==> src/rtl/msg_frame_assembler.sv <==
// msg_frame_assembler
// Packs an 8-bit byte stream into one MSG_BYTES-wide order message. Byte 0 on
// the wire ends up in the top byte of msg. A frame whose bytes stop arriving for
// TIMEOUT_CYC cycles is thrown away and counted in drop_cnt.
// Optional feature macro: MSG_FRAME_CHECKSUM_EN. When it is defined, every frame
// carries one extra trailing byte equal to the XOR of the payload bytes, and the
// chk_err port is added.
//
// state     | meaning
// ----------+------------------------------------------------------------
// S_IDLE    | waiting for the first byte of a frame
// S_COLLECT | payload bytes arriving, idle-gap timer running
// S_CHECK   | (checksum build only) waiting for the trailing XOR byte
// S_EMIT    | one-cycle slot after a good frame; signal high, in_ready low

module msg_frame_assembler #(
   parameter int MSG_BYTES   = 21,
   parameter int TIMEOUT_CYC = 1000,
   parameter int CNT_W       = 16
) (
   input  logic                   clk,
   input  logic                   reset,
   input  logic [7:0]             in_data,
   input  logic                   in_valid,
   output logic                   in_ready,
   output logic [8*MSG_BYTES-1:0] msg,
   output logic                   signal,
   output logic [CNT_W-1:0]       frame_cnt,
   output logic [CNT_W-1:0]       drop_cnt
`ifdef MSG_FRAME_CHECKSUM_EN
   ,
   output logic                   chk_err
`endif
);

   localparam int MSG_W = 8 * MSG_BYTES;
   localparam int IDX_W = $clog2(MSG_BYTES + 1);
   localparam int TMR_W = (TIMEOUT_CYC > 2) ? $clog2(TIMEOUT_CYC) : 1;
   localparam logic [IDX_W-1:0] LAST_IDX = IDX_W'(MSG_BYTES - 1);
   localparam logic [TMR_W-1:0] TMR_LAST = TMR_W'(TIMEOUT_CYC - 1);

`ifdef MSG_FRAME_CHECKSUM_EN
   typedef enum logic [1:0] {
      S_IDLE    = 2'd0,
      S_COLLECT = 2'd1,
      S_CHECK   = 2'd2,
      S_EMIT    = 2'd3
   } state_t;
`else
   typedef enum logic [1:0] {
      S_IDLE    = 2'd0,
      S_COLLECT = 2'd1,
      S_EMIT    = 2'd3
   } state_t;
`endif

   state_t             state_q, state_d;
   logic [IDX_W-1:0]   idx_q, idx_d;
   logic [MSG_W-1:0]   sreg_q, sreg_d;
   logic [TMR_W-1:0]   tmr_q, tmr_d;
   logic [MSG_W-1:0]   msg_q, msg_d;
   logic               signal_q, signal_d;
   logic [CNT_W-1:0]   frame_cnt_q, frame_cnt_d;
   logic [CNT_W-1:0]   drop_cnt_q, drop_cnt_d;
`ifdef MSG_FRAME_CHECKSUM_EN
   logic [7:0]         chk_q, chk_d;
   logic               chk_err_q, chk_err_d;
`endif

   logic               xfer;
   logic               payload_done;
   logic               idle_tick;
   logic [MSG_W-1:0]   sreg_shift;

   // in_ready depends only on the state register, never on in_valid.
   assign in_ready = (state_q != S_EMIT);
   assign xfer     = in_valid & in_ready;

   if (MSG_BYTES == 1) begin : g_one_byte
      assign sreg_shift = in_data;
   end else begin : g_many_bytes
      assign sreg_shift = {sreg_q[MSG_W-9:0], in_data};
   end

   // Next-state, datapath and counter updates for the frame FSM.
   always_comb begin
      state_d      = state_q;
      idx_d        = idx_q;
      sreg_d       = sreg_q;
      tmr_d        = tmr_q;
      msg_d        = msg_q;
      signal_d     = 1'b0;
      frame_cnt_d  = frame_cnt_q;
      drop_cnt_d   = drop_cnt_q;
      payload_done = 1'b0;
      idle_tick    = 1'b0;
`ifdef MSG_FRAME_CHECKSUM_EN
      chk_d        = chk_q;
      chk_err_d    = 1'b0;
`endif

      case (state_q)
         S_IDLE: begin
            tmr_d = '0;
            if (xfer) begin
               sreg_d = sreg_shift;
               idx_d  = IDX_W'(1);
`ifdef MSG_FRAME_CHECKSUM_EN
               chk_d  = in_data;
`endif
               if (MSG_BYTES == 1) begin
                  payload_done = 1'b1;
               end else begin
                  state_d = S_COLLECT;
               end
            end
         end

         S_COLLECT: begin
            if (xfer) begin
               sreg_d = sreg_shift;
               tmr_d  = '0;
`ifdef MSG_FRAME_CHECKSUM_EN
               chk_d  = chk_q ^ in_data;
`endif
               if (idx_q == LAST_IDX) begin
                  payload_done = 1'b1;
               end else begin
                  idx_d = idx_q + 1'b1;
               end
            end else begin
               idle_tick = 1'b1;
            end
         end

`ifdef MSG_FRAME_CHECKSUM_EN
         S_CHECK: begin
            if (xfer) begin
               tmr_d  = '0;
               idx_d  = '0;
               sreg_d = '0;
               if (in_data == chk_q) begin
                  msg_d       = sreg_q;
                  signal_d    = 1'b1;
                  frame_cnt_d = frame_cnt_q + 1'b1;
                  state_d     = S_EMIT;
               end else begin
                  drop_cnt_d = drop_cnt_q + 1'b1;
                  chk_err_d  = 1'b1;
                  state_d    = S_IDLE;
               end
            end else begin
               idle_tick = 1'b1;
            end
         end
`endif

         S_EMIT: begin
            tmr_d   = '0;
            idx_d   = '0;
            state_d = S_IDLE;
         end

         default: begin
            state_d = S_IDLE;
         end
      endcase

      // Last payload byte just shifted in: publish now so msg/signal appear
      // in the very next cycle, or wait for the checksum byte.
      if (payload_done) begin
         idx_d = '0;
         tmr_d = '0;
`ifdef MSG_FRAME_CHECKSUM_EN
         state_d = S_CHECK;
`else
         state_d     = S_EMIT;
         msg_d       = sreg_shift;
         signal_d    = 1'b1;
         frame_cnt_d = frame_cnt_q + 1'b1;
`endif
      end

      // Idle-gap timer; a transfer in the terminal cycle has already cleared it.
      if (idle_tick) begin
         if (tmr_q == TMR_LAST) begin
            sreg_d     = '0;
            idx_d      = '0;
            tmr_d      = '0;
            drop_cnt_d = drop_cnt_q + 1'b1;
            state_d    = S_IDLE;
         end else begin
            tmr_d = tmr_q + 1'b1;
         end
      end
   end

   // State and datapath registers with synchronous reset.
   always_ff @(posedge clk) begin
      if (reset) begin
         state_q     <= S_IDLE;
         idx_q       <= '0;
         sreg_q      <= '0;
         tmr_q       <= '0;
         msg_q       <= '0;
         signal_q    <= 1'b0;
         frame_cnt_q <= '0;
         drop_cnt_q  <= '0;
`ifdef MSG_FRAME_CHECKSUM_EN
         chk_q       <= '0;
         chk_err_q   <= 1'b0;
`endif
      end else begin
         state_q     <= state_d;
         idx_q       <= idx_d;
         sreg_q      <= sreg_d;
         tmr_q       <= tmr_d;
         msg_q       <= msg_d;
         signal_q    <= signal_d;
         frame_cnt_q <= frame_cnt_d;
         drop_cnt_q  <= drop_cnt_d;
`ifdef MSG_FRAME_CHECKSUM_EN
         chk_q       <= chk_d;
         chk_err_q   <= chk_err_d;
`endif
      end
   end

   assign msg       = msg_q;
   assign signal    = signal_q;
   assign frame_cnt = frame_cnt_q;
   assign drop_cnt  = drop_cnt_q;
`ifdef MSG_FRAME_CHECKSUM_EN
   assign chk_err   = chk_err_q;
`endif

endmodule
==> config.mk <==
export PLATFORM = sky130hd
export DESIGN_NAME = msg_frame_assembler
export DESIGN_NICKNAME = d
export VERILOG_FILES = /design/src/rtl/msg_frame_assembler.sv
export SDC_FILE = /design/constraint.sdc
export NUM_CORES = 1
export LEC_CHECK = 0
export CORE_MARGIN = 3
export CORE_UTILIZATION = 48
export DETAILED_ROUTE_END_ITERATION = 7
export PLACE_DENSITY_LB_ADDON = 0.2
export SLEW_MARGIN = 15
export SYNTH_ARGS = -nofsm -noshare
export SYNTH_HDL_FRONTEND = slang
export SYNTH_SLANG_ARGS = --single-unit
==> constraint.sdc <==
create_clock -name clk -period 2.23 [get_ports clk]
set_input_delay 0.446 -clock clk [delete_from_list [all_inputs] [get_ports clk]]
set_output_delay 0.446 -clock clk [all_outputs]
set_load 0.01 [all_outputs]
# --- After elaboration in Yosys (flattened, before gate mapping) ---
# Index checks and enable logic that the tools add are counted.
word_totals:
  register_bits: 386
  latchBits: 0
  mem_bits_rw: 0
  rom_bits: 0
  output_inout_bits: 202
  wordCells: 52
  memories: 0
op_classes:
  n_addsub: 4
  n_mul: 0
  div_mod_pow: 0
  n_lt_le_gt_ge: 0
  n_eq_ne: 6
  n_shift: 0
  mux: 27
  bitwise_logic: 1
  reduce_logical: 6
ops:
  columns: ["op", "count"]
  rows:
  - ["168-bit two-way mux", 4]
  - ["10-bit two-way mux", 4]
  - ["16-bit by 1-bit adder with 16-bit output (second input constant)", 2]
  - ["5-bit two-way mux", 6]
  - ["10-bit one-hot mux with 2 select lines", 1]
  - ["5-bit one-hot mux with 3 select lines", 1]
  - ["10-bit by 1-bit adder with 10-bit output (second input constant)", 1]
  - ["10-bit equality test (second input constant)", 1]
  - ["2-bit two-way mux", 4]
  - ["1-bit two-way mux", 6]
  - ["5-bit by 1-bit adder with 5-bit output (second input constant)", 1]
  - ["5-bit equality test (second input constant)", 1]
  - ["4-bit != test (second input constant)", 1]
  - ["2-bit one-hot mux with 2 select lines", 1]
  - ["2-bit AND reduction", 2]
  - ["4-bit nonzero test", 1]
  - ["2-bit OR reduction", 2]
  - ["2-bit by 1-bit equality test with 1-bit output (second input constant)", 1]
  - ["2-bit equality test (second input constant)", 1]
  - ["2-bit logical NOT", 1]
  - ["2-bit != test (second input constant)", 1]
  - ["1-bit bitwise AND", 1]

# --- Logic depth before layout (Yosys ltp) ---
# Gate-level depths: netlist of run 1.
depth:
  ltp_word: 7
  depth_mapped: 10
  depth_no_buf: 7

# --- Least setup slack after synthesis of run 1 ---
# No wires, ideal clock.
synth_path:
  path_kind: "input to register"
  from: "input port in_valid"
  to: "register sreg_q[10]"
  setup_ns: 0.116
  t_arrival_ns: 2.052
  required_time_ns: 2.114
  path_slack_ns: 0.062
  path_stages: 9
  path_cell_list: "or3b_1 -> buf_2 -> or4_4 -> buf_6 -> nand2b_1 -> buf_4 -> buf_6 -> buf_6 -> a21oi_1"
synth_via:
  elab_chain_len: 5
  elab_cells_between_ends: 7
synth_rtl:
  columns: ["element", "line", "text"]
  rows:
  - ["start: declaration", "24", "input logic in_valid,"]
  - ["1-bit bitwise AND (*)", "77", "assign xfer = in_valid & in_ready;"]
  - ["168-bit two-way mux", "105, 120", null]
  - ["168-bit two-way mux", null, null]
  - ["168-bit two-way mux", "186", "if (tmr_q == TMR_LAST) begin"]
  - ["168-bit two-way mux (*)", "185", "if (idle_tick) begin"]
  - ["end signal: assignment", "216", "sreg_q <= sreg_d;"]
  - ["end: declaration", "59", "logic [MSG_W-1:0] sreg_q, sreg_d;"]
# Every way passes the cells marked *; elsewhere a longest branch is shown, timed or not.
# A chain may end at the register's enable or synchronous reset.

# --- Worst setup path in the final report of run 1 ---
layout_path:
  from: "register state_q[1]"
  to: "output port in_ready"
layout_via:
  elab_chain_len: 1
layout_rtl:
  columns: ["element", "line", "text"]
  rows:
  - ["start: declaration", "57", "state_t state_q, state_d;"]
  - ["start signal: assignment", "214", "state_q <= state_d;"]
  - ["2-bit != test", "76", "assign in_ready = (state_q != S_EMIT);"]
  - ["end: declaration", "25", "output logic in_ready,"]
# No other way between the ends.

==> results of run 1 <==
worst max-delay path: stages, from the launching register on:
cell             delay, ns
dfxtp_1               0.34
buf_4                 0.22
nand2_1               0.09
clkdlybuf4s50_1       0.48
synthesized netlist by cell type, drive strengths merged:
cell type  count  area (sq um)
a211oi         1          7.51
a21o           2          15.0
a21oi        344          1720
a221oi         2          17.5
a22o           3          26.3
a31o           1          8.76
and2           3          18.8
and3           7          43.8
and3b          2          17.5
and4           4          35.0
and4b          1          10.0
buf           30           214
clkbuf        92           345
dfxtp        378          7570
ha             5          62.6
inv            5          18.8
mux2i          1          10.0
nand2        681          2560
nand2b         7          43.8
nand3         24           120
nand3b         1          7.51
nand4         11          68.8
nand4bb        1          11.3
nor2          45           169
nor2b          5          31.3
nor3           8          40.0
nor3b          1          7.51
nor4           5          43.8
nor4b          1          23.8
o21a           1          7.51
o21ai          7          35.0
o22a           1          8.76
o311ai         1          8.76
o31ai          1          7.51
or3            3          18.8
or3b           1          8.76
or4            3          26.3
xnor2         12           105
xor2          17           149
worst paths after layout:
| kind | startpoint | endpoint | slack [ns] | cells after the start |
|---|---|---|---|---|
| setup reg to reg | tmr_q[0]$_SDFFE_PP0P_ | sreg_q[66]$_SDFF_PP0_ | 0.14 | 6 |
| hold / removal | reset | tmr_q[2]$_SDFFE_PP0P_ | 0.17 | 2 |
| hold reg to reg | sreg_q[154]$_SDFF_PP0_ | msg[162]$_SDFFE_PP0P_ | 0.45 | 2 |
| setup / recovery | state_q[1]$_SDFF_PP0_ | in_ready | 0.14 | 3 |
registers in the layout (all words and copies together), names as in the netlist:
name and flops:
idx_q 5, state_q 2, signal 1, sreg_q 160, frame_cnt 16, tmr_q 10
msg 168, drop_cnt 16
metrics by stage:
| stage | TNS, ns | setup WS (ns) |
|---|---|---|
| 3_5_place_dp | -54.74 | -0.353 |
| 2_1_floorplan | 0 | 0.0624 |
| 3_3_place_gp | -46.19 | -0.297 |
| 5_1_grt | 0 | 0.0127 |
| 4_1_cts | 0 | 0.0961 |
| 6_report | 0 | 0.139 |
final cells by class:
cell class,instances,share of cell area
inverters,5,0.00106
multi-input cells,1213,0.313
flip-flops and latches,378,0.429
well taps,378,0.0268
clock buffers,56,0.0646
clock inverters,10,0.0111
repair buffers,260,0.155
power by group through the flow:
stage | registers [mW] | clock network, mW | logic [mW]
after floorplan | 6.94 | 0 | 0.229
after global placement | 6.94 | 0 | 0.328
after detailed placement | 6.94 | 0 | 0.331
after CTS | 6.79 | 6.86 | 0.332
after global routing | 6.79 | 7.11 | 0.363
final | 6.79 | 6.72 | 0.329
metal layers:
metal | GRT usage | wire, um | vias to the layer above
li1 | - | - | 5952
met1 | 0.295 | 15700 | 5549
met2 | 0.345 | 15600 | 273
met3 | 0.0459 | 1950 | 46
met4 | 0.0525 | 591 | 0
met5 | 0 | 0 | -
cell families after synthesis:
kind of cell,after synthesis
flip-flops,378
AO/OA/AOI/OAI,364
adder cells (fa/ha/maj),5
multiplexers,1
AND/OR/NAND/NOR,814
XOR/XNOR,29
buffers and inverters,127
==> flow_summary_export.csv, run 1 <==
group,metric,value,unit
route,drt_iter0_drc,805,
placement,gp_congestion,0.807,
layout,syn_to_final_growth,29.5,%
layout,regArea,0.00757,sq mm
critical_path,critPathKind,"register to output port",
route,drc,0,
floorplanning,core_area,0.0279,sq mm
layout,design_area,0.0177,sq mm
sta,slew_headroom,0.607,
power_and_ir_drop,p_switching,2.85,mW
floorplanning,start_util,0.490,
min_path,hp-class,"input port to register",
placement,placed_cell_area,0.0163,sq mm
logic_synthesis,synthesis.area,0.0136,sq mm
sta,max_freq,478,MHz
logic_synthesis,synthAdderAreaFrac,0.00459,
sta,drv_slew,0,
layout,final_core_util,0.634,
clock_network,hold_buffers,0,
logic_synthesis,synth_compound_area_frac,0.137,
sta,min_period_over_period,0.938,
placement,port-buffer-count,212,
logic_synthesis,syn_avg_cell_area,7.94,sq um
layout,fillers,2398,
critical_path,endpoint_kind,"output port",
critical_path,worstPathMaxFanout,15,
clock_network,clk_latency,0.52,ns
layout,fin_cells,2300,
clock_network,numClockSinks,378,
clock_network,h-tree-depth,2,
sta,clock-skew-final,0.0191,ns
critical_path,crit_arrival,1.65,ns
logic_synthesis,synth_cell_types,44,
logic_synthesis,synth_warnings,0,
power_and_ir_drop,clkPwrFrac,0.486,
layout,multi_input_area,0.00553,sq mm
flow_run,drv_cap,0,
sta,finalCriticalPeriod,2.09,ns
sta,setup_viol,0,
floorplanning,fp.dieH,175,um
clock_network,post_cts_buffers,0,
route,drt_wl_total,33.9,mm
clock_network,cts_resized,0,
sta,tightest_slew,0.589,ns
global_routing,grt_max_degree,122,
clock_network,clk_pin_slew_worst_paths,0.06,ns
clock_network,cts_tree,"yes",
layout,drive_gt1_frac,0.0609,
clock_network,clockRootBuffer,"clkbuf_16",
critical_path,required,1.78,ns
global_routing,grt_pass1_vias,10974,
sta,whs,0.170,ns
floorplanning,dieArea,0.0305,sq mm
power_and_ir_drop,power_density,784,mW/mm^2
power_and_ir_drop,p_seq_frac,0.491,
floorplanning,io_pins,213,
logic_synthesis,synth.area.mux_share,0.000734,
route,drt-pass1-iter-count,5,
route,vias_per_cell,5.14,
layout,layout_commonest_cell,"nand2_1",
logic_synthesis,synth_top_family_by_area,"simple AND/OR/NAND/NOR gates",
logic_synthesis,seq_area_frac_synth,0.555,
clock_network,cts_buffer_depth,3,
sta,hold_viol,0,
power_and_ir_drop,pwr-share-comb,0.024,
global_routing,grt_overflow,0,
route,num_vias,11820,
power_and_ir_drop,power_leakage,5.88,nW
layout,layout_common_cells,"680 x nand2_1, 378 x dfxtp_1, 344 x a21oi_1",
outcome,outcome,"finished clean",
power_and_ir_drop,p_int,11.0,mW
global_routing,antenna_found_initial,0,
layout,fin_nets,1913,
layout,diodes,0,
global_routing,grt.total_usage,0.214,
power_and_ir_drop,netSwitchingFraction,0.206,
power_and_ir_drop,vdd.ir_drop.worst,0.652,mV
clock_network,numCtsBuffers,39,
sta,rsz0062_at_grt,"false",
logic_synthesis,ys_ff_latch,378,
logic_synthesis,yosys.area_share.simple,0.242,
route,drtAntennaViolNets,0,
placement,dpl.hpwl,22.1,mm
floorplanning,rows,61,
placement,dp_cells,2234,
critical_path,start_kind,"register",
logic_synthesis,syn-num-nets,1734,
logic_synthesis,synth_xor_area_frac,0.0186,
global_routing,grt_pass1_wl,55.3,mm
logic_synthesis,netlist_instances,1718,
power_and_ir_drop,p_total,13.8,mW
floorplanning,fp.dieW,175,um
route,wl_per_cell,14.7,um
(Power assumes the default switching activity.)
==> inputs of run 2 (changes only) <==
- CORE_MARGIN: 3 -> default
==> run 2 against run 1 <==
Against the previous run: via count barely moved; die area is 4.5% lower; critical endpoint unchanged; sequential power is essentially flat; clock skew decreased by 0.011 ns; clock power is 1% higher; routed wire length down 1.0%.
==> flow_summary_export.csv, run 2 (synthesis gave the netlist of run 1 again) <==
group,metric,value,unit
outcome,outcome,"finished clean",
layout,layout_commonest_cell,"nand2_1",
sta,finalCriticalPeriod,2.12,ns
layout,drive_gt1_frac,0.0598,
floorplanning,core_area,0.0279,sq mm
clock_network,clk_latency,0.52,ns
placement,dpl.hpwl,22.0,mm
layout,regArea,0.00757,sq mm
global_routing,grt_pass1_vias,11054,
sta,drv_slew,0,
floorplanning,io_pins,213,
sta,slew_headroom,0.658,
route,wl_per_cell,14.6,um
route,drt_iter0_drc,916,
sta,rsz0062_at_grt,"false",
clock_network,cts_resized,0,
clock_network,numClockSinks,378,
placement,gp_congestion,0.818,
clock_network,cts_buffer_depth,3,
floorplanning,fp.dieW,171,um
floorplanning,dieArea,0.0291,sq mm
power_and_ir_drop,power_density,791,mW/mm^2
route,vias_per_cell,5.14,
sta,fin_ws,0.111,ns
critical_path,required,1.78,ns
route,drt-pass1-iter-count,5,
layout,fin_nets,1908,
floorplanning,rows,61,
global_routing,grt_pass1_wl,55.1,mm
critical_path,endpoint_kind,"output port",
clock_network,cts_tree,"yes",
layout,diodes,0,
global_routing,grt.total_usage,0.231,
critical_path,worstPathMaxFanout,14,
clock_network,hold_buffers,0,
layout,largest_register_ffs,168,
placement,pre_cts_slack,-0.300,ns
min_path,hp-class,"input port to register",
layout,syn_to_final_growth,29.4,%
route,drt_wl_total,33.5,mm
clock_network,clk_pin_slew_worst_paths,0.06,ns
layout,fillers,2398,
layout,multi_input_area,0.00553,sq mm
sta,tightest_slew,0.513,ns
sta,min_period_over_period,0.950,
power_and_ir_drop,p_total,14.0,mW
floorplanning,start_util,0.490,
layout,layout_common_cells,"680 x nand2_1, 378 x dfxtp_1, 344 x a21oi_1",
critical_path,start_kind,"register",
global_routing,grt_max_degree,82,
power_and_ir_drop,power_leakage,5.87,nW
layout,design_area,0.0176,sq mm
critical_path,critPathKind,"register to output port",
power_and_ir_drop,vdd.ir_drop.worst,0.598,mV
flow_run,drv_cap,0,
clock_network,numCtsBuffers,39,
placement,port-buffer-count,212,
sta,max_freq,472,MHz
global_routing,antenna_found_initial,0,
clock_network,h-tree-depth,2,
clock_network,clockRootBuffer,"clkbuf_16",
sta,setup_viol,0,
sta,hold_viol,0,
sta,clock-skew-final,0.00815,ns
placement,placed_cell_area,0.0163,sq mm
critical_path,crit_arrival,1.67,ns
route,num_vias,11811,
clock_network,post_cts_buffers,0,
global_routing,grt_overflow,0,
route,drc,0,
route,drtAntennaViolNets,0,
floorplanning,fp.dieH,171,um
==> run 2: cell types whose count changed in the layout (fill, tap and decap cells not counted), sizes merged <==
cell,before,now
inv,7,5
bufinv,5,4
buf,49,44
clkbuf,56,63
clkinv,2,3
==> run 2: per-stage QoR <==
step	hold WS [ns]	utilization	std cells	TNS, ns
4_1_cts	0.320	0.633	2300	0
3_3_place_gp	0.442	0.584	2229	-43.54
3_5_place_dp	0.445	0.584	2229	-46.28
2_1_floorplan	0.432	-	1718	0
6_report	0.316	0.633	2300	0
5_1_grt	0.333	0.633	2300	0
==> run 2: worst paths after layout <==
path	start	endpoint	slack, ns	cells past startpoint
max	state_q[0]$_SDFF_PP0_	in_ready	0.11	3
min	reset	drop_cnt[15]$_SDFFE_PP0P_	0.32	2
max reg2reg	state_q[0]$_SDFF_PP0_	sreg_q[38]$_SDFF_PP0_	0.21	5
min reg2reg	sreg_q[155]$_SDFF_PP0_	msg[163]$_SDFFE_PP0P_	0.45	2
==> run 2: power by group <==
group          switching [mW]  internal [mW]
sequential             0.0206           6.77
combinational           0.249          0.100
clock                    2.59           4.23
total                    2.86           11.1
==> run 2: final cells by class <==
type                            instances  share of cell area
Timing Repair Buffer                  255               0.152
Tap cell                              378              0.0268
Clock inverter                          8             0.00809
Inverter                                5             0.00106
Multi-Input combinational cell       1213               0.313
Clock buffer                           63              0.0696
Sequential cell                       378               0.429
==> run 2: metal layers <==
layer  track usage  part of all wire  vias to the layer above
li1              -                 -                     5935
met1         0.316              0.46                     5512
met2         0.368              0.46                      319
met3        0.0453             0.059                       45
met4        0.0654             0.018                        0
met5             0                 0                        -
==> run 2: worst max-delay path, cell delays in order, from the launching register on <==
cell             delay, ns
dfxtp_1               0.33
buf_4                 0.18
nand2_1               0.11
clkdlybuf4s50_1       0.54
==> inputs of run 3 (changes only) <==
- CORE_MARGIN: default -> 4
==> run 3 against run 2 <==
Against the previous run: sequential share of layout area is 0.28 points lower; clock power hardly changed; clock-buffer cell count decreased by 7; via count is 0.94% higher; final cell count increased by 0.39%; hold slack worse by 0.089 ns; sequential power about the same; first-iteration DRC count decreased by 23%; die area increased by 7.2%; highest routed layer is now met5; sequential cell count unchanged.
==> flow_summary_export.csv, run 3 (synthesis gave the netlist of run 1 again) <==
group,metric,value,unit
global_routing,antenna_found_initial,1,
clock_network,numCtsBuffers,39,
power_and_ir_drop,vdd.ir_drop.worst,0.530,mV
floorplanning,core_area,0.0279,sq mm
sta,finalCriticalPeriod,2.14,ns
sta,max_freq,467,MHz
floorplanning,io_pins,213,
min_path,hp-class,"input port to register",
global_routing,grt_pass1_vias,10904,
placement,dp_cells,2239,
sta,rsz0062_at_grt,"false",
power_and_ir_drop,clkPwrFrac,0.489,
clock_network,cts_buffer_depth,3,
critical_path,max_stage_delay,0.49,ns
route,vias_per_cell,5.16,
critical_path,required,1.78,ns
sta,setup_viol,0,
global_routing,grt_pass1_wl,54.8,mm
route,drt_iter0_drc,702,
power_and_ir_drop,p_int,11.1,mW
floorplanning,start_util,0.488,
clock_network,post_cts_buffers,0,
clock_network,hold_buffers,0,
clock_network,clockRootBuffer,"clkbuf_16",
critical_path,path_cells,"buf_4 -> nand2_1 -> clkdlybuf4s50_1",
sta,tightest_slew,0.680,ns
sta,clock-skew-final,0.00823,ns
clock_network,cts_resized,0,
critical_path,r2r_setup_slack,0.17,ns
layout,fin_nets,1918,
layout,layout_common_cells,"680 x nand2_1, 378 x dfxtp_1, 344 x a21oi_1",
global_routing,grt_max_degree,158,
sta,min_period_over_period,0.960,
placement,gp_congestion,0.820,
placement,dpl.hpwl,22.6,mm
flow_run,drv_cap,0,
clock_network,clk_latency,0.51,ns
global_routing,grt.total_usage,0.208,
critical_path,worstReg2RegStart,"state_q[0]$_SDFF_PP0_",
floorplanning,fp.dieH,177,um
power_and_ir_drop,power_leakage,5.95,nW
placement,port-buffer-count,212,
placement,pre_cts_slack,-0.307,ns
power_and_ir_drop,p_seq_frac,0.486,
floorplanning,rows,61,
sta,whs,0.227,ns
power_and_ir_drop,power_density,787,mW/mm^2
clock_network,clk_pin_slew_worst_paths,0.06,ns
layout,diodes,0,
floorplanning,fp.dieW,177,um
clock_network,cts_tree,"yes",
min_path,hold_path_startpoint,"reset",
critical_path,start_kind,"register",
layout,drive_gt1_frac,0.0663,
route,num_vias,11922,
power_and_ir_drop,netSwitchingFraction,0.202,
placement,placed_cell_area,0.0164,sq mm
clock_network,h-tree-depth,2,
layout,largest_register_ffs,168,
route,drt_wl_total,33.6,mm
floorplanning,dieArea,0.0312,sq mm
critical_path,worst-path-buf-inv,2,
sta,slew_headroom,0.547,
layout,syn_to_final_growth,30.2,%
layout,fin_cells,2309,
layout,design_area,0.0178,sq mm
sta,fin_ws,0.0896,ns
sta,setup_tns,0,ns
route,wl_per_cell,14.6,um
critical_path,endpoint_kind,"output port",
route,drc,0,
layout,layout_commonest_cell,"nand2_1",
clock_network,numClockSinks,378,
critical_path,setup.worst_path.start,"state_q[0]$_SDFF_PP0_",
critical_path,critPathKind,"register to output port",
critical_path,worstPathMaxFanout,14,
global_routing,grt_overflow,0,
power_and_ir_drop,pwr-share-comb,0.025,
critical_path,crit_arrival,1.69,ns
route,drt-pass1-iter-count,5,
power_and_ir_drop,p_switching,2.83,mW
sta,hold_viol,0,
critical_path,worst_path_max_delay_cell,"clkdlybuf4s50_1",
sta,drv_slew,0,
outcome,outcome,"finished clean",
critical_path,crit_family,"buffers and inverters",
route,drtAntennaViolNets,0,
[run 3: cell types whose count changed in the layout (fill, tap and decap cells not counted), sizes merged]
cell	change
buf	+10
clkbuf	-7
clkinv	+4
bufinv	+2
clkinvlp	-1
inv	+1
[run 3: worst paths after layout]
check | end | cells after the start
worst max-delay path | in_ready | 3
worst min-delay path | drop_cnt[7]$_SDFFE_PP0P_ | 2
worst max register to register | sreg_q[59]$_SDFF_PP0_ | 5
worst min register to register | msg[80]$_SDFFE_PP0P_ | 2
[run 3: metal layers]
metal  track usage  up-vias  part of all wire
met5             0        -           0.00059
met2         0.332      306              0.46
met4        0.0500        2             0.017
met3        0.0430       47             0.064
met1         0.290     5605              0.46
li1              -     5962                 -
[run 3: worst reg2reg max path, cell delays in order, from the launching register on]
cell	delay, ns
dfxtp_1	0.38
or3b_1	0.38
or4_4	0.58
nand2b_4	0.27
buf_12	0.25
a21oi_1	0.08
[run 3: power by group through the flow]
stage | logic, mW | registers [mW] | clock network [mW]
after floorplan | 0.229 | 6.94 | 0
after global placement | 0.341 | 6.94 | 0
after detailed placement | 0.344 | 6.94 | 0
after CTS | 0.345 | 6.79 | 6.97
after global routing | 0.375 | 6.79 | 7.25
final | 0.345 | 6.79 | 6.84
[run 3: cell type report]
| cell class | instances | area, sq um |
|---|---|---|
| inverters | 5 | 18.8 |
| clock inverters | 14 | 224 |
| repair buffers | 265 | 2800 |
| fillers | 2423 | 10200 |
| multi-input cells | 1213 | 5530 |
| well taps | 378 | 473 |
| clock buffers | 56 | 1150 |
| flip-flops and latches | 378 | 7570 |
[run 3: through the flow]
stage	power, mW	util
after floorplan	7.16	-
after global placement	7.28	0.586
after detailed placement	7.29	0.586
after CTS	14.1	0.636
after global routing	14.4	0.636
final	14.0	0.636
